**src/rtl/pwm_pkg.sv**
```systemverilog
// Shared definitions for the PWM driver: duty width and FSM state encoding.
package pwm_pkg;

  localparam int unsigned DUTY_W = 8;

  localparam logic [1:0] ST_IDLE = 2'd0;
  localparam logic [1:0] ST_RUN  = 2'd1;
  localparam logic [1:0] ST_STOP = 2'd2;

  typedef enum logic [1:0] {
    StIdle = ST_IDLE,
    StRun  = ST_RUN,
    StStop = ST_STOP
  } state_e;

endpackage

```
**src/rtl/tick_prescaler.sv**
```systemverilog
// Prescaler that issues a one-clock count strobe every DIV clocks while running.
//   i_clk  : system clock
//   i_rst  : synchronous reset, active-high
//   i_run  : prescaler counts while high; held at 0 while low
//   o_tick : registered strobe, high one clock after presc reaches DIV-1
module tick_prescaler
  import pwm_pkg::*;
#(
  parameter int unsigned DIV = 48
) (
  input  logic i_clk,
  input  logic i_rst,
  input  logic i_run,
  output logic o_tick
);

  localparam int unsigned PW = (DIV > 1) ? $clog2(DIV) : 1;

  logic [PW-1:0] r_presc;
  logic          r_tick;
  logic          w_last;

  assign w_last = (r_presc == PW'(DIV - 1));
  assign o_tick = r_tick;

  always_ff @(posedge i_clk) begin
    if (i_rst) begin
      r_presc <= '0;
      r_tick  <= 1'b0;
    end else begin
      r_tick <= i_run && w_last;
      if (!i_run || w_last) begin
        r_presc <= '0;
      end else begin
        r_presc <= r_presc + 1'b1;
      end
    end
  end

endmodule

```
**src/rtl/pwm_driver_8_bits.sv**
```systemverilog
// Control and PWM stage around an external 8-bit counter.
// Issues the prescaled count strobe, double-buffers the duty so a new value only takes
// effect at a period wrap, and produces a registered glitch-free PWM output.
//   i_clk          : system clock
//   i_rst          : synchronous reset, active-high
//   i_en           : run request (level)
//   i_duty         : requested duty in counter steps
//   i_duty_wr      : one-clock write strobe for i_duty
//   i_q            : counter value
//   i_ov           : counter wrap flag, high exactly one clock
//   o_cnt          : count-enable strobe to the counter
//   o_pwm          : PWM output
//   o_duty_busy    : a shadow duty is pending and not yet applied
//   o_period_start : one-clock pulse the cycle after each wrap seen in RUN
module pwm_driver_8_bits
  import pwm_pkg::*;
#(
  parameter int unsigned DIV = 48,
  parameter int unsigned M   = 256
) (
  input  logic              i_clk,
  input  logic              i_rst,
  input  logic              i_en,
  input  logic [DUTY_W-1:0] i_duty,
  input  logic              i_duty_wr,
  input  logic [DUTY_W-1:0] i_q,
  input  logic              i_ov,
  output logic              o_cnt,
  output logic              o_pwm,
  output logic              o_duty_busy,
  output logic              o_period_start
);

  if (DIV < 2 || M != (1 << DUTY_W)) begin : g_bad_param
    $error("pwm_driver_8_bits: DIV must be >= 2 and M must equal 2**DUTY_W");
  end

  state_e            r_state;
  state_e            w_state_next;
  logic              w_active;
  logic [DUTY_W-1:0] r_duty_act;
  logic [DUTY_W-1:0] r_duty_sh;
  logic              r_duty_busy;
  logic              r_pwm;
  logic              r_period_start;

  assign w_active = (r_state != StIdle);

  tick_prescaler #(
    .DIV (DIV)
  ) u_tick_prescaler (
    .i_clk  (i_clk),
    .i_rst  (i_rst),
    .i_run  (w_active),
    .o_tick (o_cnt)
  );

  always_ff @(posedge i_clk) begin
    if (i_rst) begin
      r_state <= StIdle;
    end else begin
      r_state <= w_state_next;
    end
  end

  // STOP lets the current period finish so the counter is parked at 0 whenever IDLE.
  always_comb begin
    w_state_next = r_state;
    unique case (r_state)
      StIdle: if (i_en) w_state_next = StRun;
      StRun: begin
        if (!i_en) w_state_next = i_ov ? StIdle : StStop;
      end
      StStop: begin
        if (i_ov) begin
          w_state_next = StIdle;
        end else if (i_en) begin
          w_state_next = StRun;
        end
      end
      default: w_state_next = StIdle;
    endcase
  end

  // In IDLE no period is in flight, so a write applies at once and nothing is left pending.
  // Otherwise the shadow moves to active on the wrap; a write on the wrap clock refills the
  // shadow after the old shadow has been applied.
  always_ff @(posedge i_clk) begin
    if (i_rst) begin
      r_duty_act  <= '0;
      r_duty_sh   <= '0;
      r_duty_busy <= 1'b0;
    end else if (r_state == StIdle) begin
      if (i_duty_wr) begin
        r_duty_act  <= i_duty;
        r_duty_sh   <= i_duty;
        r_duty_busy <= 1'b0;
      end
    end else begin
      if (i_ov && r_duty_busy) r_duty_act <= r_duty_sh;
      if (i_duty_wr) begin
        r_duty_sh   <= i_duty;
        r_duty_busy <= 1'b1;
      end else if (i_ov) begin
        r_duty_busy <= 1'b0;
      end
    end
  end

  // q reads 0 during the wrap clock, so the wrap is masked explicitly.
  always_ff @(posedge i_clk) begin
    if (i_rst) begin
      r_pwm          <= 1'b0;
      r_period_start <= 1'b0;
    end else begin
      r_pwm          <= w_active && !i_ov && (i_q < r_duty_act);
      r_period_start <= i_ov && (r_state == StRun);
    end
  end

  assign o_pwm          = r_pwm;
  assign o_duty_busy    = r_duty_busy;
  assign o_period_start = r_period_start;

endmodule

```
**config.mk**
```make
export PLATFORM = sky130hd
export DESIGN_NAME = pwm_driver_8_bits
export DESIGN_NICKNAME = d
export VERILOG_FILES = /design/src/rtl/pwm_pkg.sv /design/src/rtl/tick_prescaler.sv /design/src/rtl/pwm_driver_8_bits.sv
export SDC_FILE = /design/constraint.sdc
export NUM_CORES = 1
export LEC_CHECK = 0
export ABC_AREA = 1
export BUFFER_PORTS_ARGS = -buffer_cell sky130_fd_sc_hd__buf_2
export CORE_ASPECT_RATIO = 0.75
export CORE_MARGIN = 2
export CORE_UTILIZATION = 55
export DETAILED_ROUTE_END_ITERATION = 10
export PLACE_DENSITY_LB_ADDON = 0.08
export SYNTH_ARGS = -nofsm -noshare
export SYNTH_HDL_FRONTEND = slang
export SYNTH_SLANG_ARGS = --single-unit
export TNS_END_PERCENT = 50
```
**constraint.sdc**
```tcl
create_clock -name i_clk -period 1.9 [get_ports i_clk]
set_clock_uncertainty 0.05 [all_clocks]
set_input_delay 0.38 -clock i_clk [delete_from_list [all_inputs] [get_ports i_clk]]
set_output_delay 0.38 -clock i_clk [all_outputs]
set_load 0.02 [all_outputs]
```
* Word-level counts from Yosys, hierarchy flattened
Index checks and enable logic that the tools add are counted.
Storage, ports and cells: logic and storage cells 42, input port bits 21, register bits 28, output and inout bits 4
Operators by class: eq/ne operators 5, mux-type cells 12, reductions and logical operators 15, $add $sub $neg 1, order comparisons 1
Operators by type and width (count):
- 8-bit two-way mux | 3
- 8-bit less-than comparator | 1
- 2-bit two-way mux | 4
- 6-bit by 1-bit adder with 6-bit output (second input constant) | 1
- 6-bit == test (second input constant) | 1
- 2-bit case mux with 3 select lines | 1
- 2-bit nonzero test | 3
- 1-bit logical AND | 5
- 1-bit two-way mux | 4
- 2-bit != test (second input constant) | 2
- 2-bit AND reduction | 2
- 2-bit by 1-bit == test with 1-bit output (second input constant) | 1
- 2-bit == test (second input constant) | 1
- 1-bit logical NOT | 2
- 2-bit logical NOT | 1
- 2-bit OR reduction | 1
- 1-bit logical OR | 1

* Logic depth before layout (Yosys ltp)
word-level depth 4, mapped depth 9

* By module
Synthesis repeated with hierarchy kept, for this count alone.
Second synthesis, totals: cells, all modules 172, area total of the unflattened synthesis 1312.5 um^2
Modules (own cells, without submodules):
- pwm_driver_8_bits | area an instance 1016.0 um^2, cells an instance 137, times used 1
- tick_prescaler | area an instance 296.5 um^2, cells an instance 35, times used 1

* Worst setup path before layout
No wires, ideal clock.
path type reg-to-reg, start reg r_state[1], end reg r_duty_act[5], setup slack 0.720 ns, setup time 0.117 ns, required time 1.733 ns, clock period less this slack 1.180 ns, arrival time 1.014 ns, buffers on the path 1, cell stages (with the launch flop) 8, cells stage by stage dfxtp_1 -> nor2_4 -> nand2_2 -> o21ai_2 -> inv_2 -> buf_6 -> o21ai_2 -> a21oi_1
On the way: longest elaborated chain between the ends 3, elaborated cells between the ends (all ways) 5, those cells by class eq/ne (1); mux (1); reduce/logical (3)
RTL lines:
- from (decl) | line pwm_driver_8_bits.sv:38 | state_e r_state;
- from (signal assigned) | line pwm_driver_8_bits.sv:60 | r_state <= StIdle;
- from (signal assigned) | line pwm_driver_8_bits.sv:62 | r_state <= w_state_next;
- 2-bit logical NOT (*) | line pwm_driver_8_bits.sv:93 | end else if (r_state == StIdle) begin
- 2-bit != test (no source line) / 2-bit nonzero test (equally long branches)
- 2-bit AND reduction (no source line)
- to (signal assigned) | line pwm_driver_8_bits.sv:95 | r_duty_act <= i_duty;
- to (signal assigned) | line pwm_driver_8_bits.sv:100 | if (i_ov && r_duty_busy) r_duty_act <= r_duty_sh;
- to (decl) | line pwm_driver_8_bits.sv:41 | logic [DUTY_W-1:0] r_duty_act;
Mark *: on every way between the ends. The rest lies on a longest branch, timed or not. A chain may end at the register's enable or synchronous reset.

* Final worst setup path
start reg r_state[1], end reg r_duty_act[2]
Same word-level chain as after synthesis.

==> metrics.csv <==
stage,metric,value,unit
global_routing,grt_max_degree,20,
placed_design,placedCellCount,216,
drt,drt-total-wl,2280,um
clock_tree,tritoncts,built,
global_routing,grt_pass1_wl,3930,um
synthesis,synth_top_family_by_area,simple AND/OR/NAND/NOR gates,
clock_tree,clk-insertion-delay-late,0.32,ns
min_path,holdCritPathClass,in -> reg,
placed_design,gp_congestion,0.757,
worst_setup_path,arrival,1.65,ns
pwr,vdd_drop_max,535,uV
clock_tree,clkTransAtPathRegs,0.13,ns
synthesis,syn_inst,171,
synthesis,synthXorXnorAreaFrac,0.684,%
sta,finalSetupViolations,0,
placed_design,dp.final_hpwl,1800,um
clock_tree,clkSinkCount,28,
drt,via_per_inst,5.17,
floorplanning,die_area,2740,um^2
floorplanning,ios,25,
cells_and_area,mostFrequentLayoutCells,"34 x nand2_1, 28 x dfxtp_1, 24 x buf_2",
sta,drv_slew,0,
drt,drt-wirelength-per-cell,10.4,um
synthesis,synthSimpleGateAreaFrac,20.9,%
cells_and_area,final_nets,225,
global_routing,grt_use_total,18.9,%
clock_tree,cts_max_level,1,
synthesis,syn_nets,200,
flow_run,drv_cap,0,
drt,route.detailed.drc,0,
global_routing,grt.overflow.total,0,
cells_and_area,final_common_cell,nand2_1,
clock_tree,postCtsSetupBuffers,0,
synthesis,synth_mux_area_share,0,%
clock_tree,cts_hold_buf,0,
sta,rsz0062_at_grt,false,
floorplanning,dieHeight,45.8,um
synthesis,syn_avg_cell_area,7.49,um^2
synthesis,syn_area,1280,um^2
synthesis,yosysSeqAreaShare,43.7,%
global_routing,grt_antenna_before_repair,0,
cells_and_area,layoutNonFillerInstCount,219,
sta,finalHoldViolCount,0,
worst_setup_path,cp-start-kind,flip-flop,
synthesis,ys_types,24,
drt,firstDrtPassIters,4,
clock_tree,ctsLongestPathBuffers,2,
floorplanning,core,2250,um^2
drt,ant_nets,0,
floorplanning,fp.dieW,59.7,um
synthesis,synth-compound-area-share,17.7,%
cells_and_area,diodes,0,
drt,drt_iter0_drc,36,
cells_and_area,drive_gt1_share,17.5,%
cells_and_area,areaGrowthSynthToFinish,11.7,%
floorplanning,initial_utilization,56.9,%
worst_setup_path,worstPathRequired,2.07,ns
placed_design,io_buffers,24,
clock_tree,cts_resized,0,
outcome,outcome,"complete, no violations",
worst_setup_path,endpoint_kind,flip-flop,
synthesis,yosys_warnings,0,
sta,max_slew.worst_pin.slew,0.396,ns
pwr,cellLeakagePower,0.670,nW
worst_setup_path,critPathMaxFanout,19,
global_routing,grt_pass1_vias,978,
pwr,powerDensity,723,nW/um^2
floorplanning,num_rows,15,
sta,min_period,1.48,ns
worst_setup_path,critPathKind,reg -> reg,
drt,via_count,1133,
sta,finalCritPeriodShare,78.0,%
clock_tree,clock_tree.root_cell,clkbuf_4,
clock_tree,cts_buffers,3,
synthesis,ys_ff_latch,28,
sta,fmax,675,MHz
synthesis,synth_fa_ha_area_share,7.81,%
sta,relSlewSlack,73.5,%
sta,whs,0.166,ns
pwr,total_power,1.03,mW
sta,setup_tns,0,ns
Yosys cell counts (all sizes together):
library cell / instances / share of area [%]
inv: 23 / 6.7
o21ai: 23 / 9.9
ha: 8 / 7.8
nor2: 19 / 6.2
nor3b: 1 / 0.59
dfxtp: 28 / 44
xnor2: 1 / 0.68
nand4: 1 / 0.49
o21a: 1 / 0.59
a211oi: 1 / 0.59
nand2: 35 / 10
nor4: 1 / 0.49
nand3: 4 / 1.6
nor3: 3 / 1.2
a21oi: 17 / 6.6
clkbuf: 1 / 0.29
buf: 4 / 2.1
path summary, 6_finish.rpt:
check,slack [ns],endpoint,cells past startpoint,start
max,0.42,r_duty_act[2],6,r_state[1]
min,0.17,r_state[1],2,i_en
max reg2reg,0.42,r_duty_act[2],6,r_state[1]
min reg2reg,0.41,r_duty_sh[2],2,r_duty_sh[2]
flip-flops by register name, summed over array words and instances, names as in the netlist:
name and cells:
r_duty_act 8, r_duty_sh 8, u_tick_prescaler.r_presc 6, r_state 2
o_duty_busy 1, o_period_start 1, o_pwm 1, u_tick_prescaler.o_tick 1
report_power, final:
part | total, mW | internal (mW) | leakage, nW | switching, mW
registers | 0.632 | 0.620 | 0.230 | 0.0129
logic | 0.171 | 0.0685 | 0.426 | 0.103
clock network | 0.231 | 0.0743 | 0.0138 | 0.157
total | 1.03 | 0.762 | 0.670 | 0.273
stage by stage:
stage	utilization, %	instance area (um^2)	worst slack, ns
floorplan	-	1280	0.720
global placement	62.6	1410	0.537
detailed placement	62.6	1410	0.443
CTS	63.6	1430	0.424
global route	63.6	1430	0.253
finish	63.6	1430	0.418
worst max-delay path, stage by stage (launching register included):
cell	delay [ns]
dfxtp_1	0.38
nor2_4	0.36
nand2_2	0.10
o21ai_2	0.09
inv_2	0.13
o21ai_0	0.20
a21oi_1	0.07
per-layer routing:
layer	global-route usage [%]	routed length, um	up-vias
li1	-	-	596
met3	5.11	132	2
met2	30.7	958	22
met5	0	0	-
met4	2.67	8	0
met1	25.9	1180	513
cells by family (layout without fill, tap and decap cells):
family,after synthesis,in the layout
XOR/XNOR,1,1
AND/OR/NAND/NOR,64,64
AO/OA/AOI/OAI,42,42
buffers and inverters,28,51
flip-flops,28,28
adder cells (fa/ha/maj),8,8
layout make-up:
class | instances | area [um^2]
Fill cell | 224 | 821
Clock buffer | 3 | 22.5
Tap cell | 25 | 31.3
Timing Repair Buffer | 25 | 128
Sequential cell | 28 | 561
Multi-Input combinational cell | 115 | 603
Inverter | 23 | 86.3
Power figures use the tool's default switching activity.
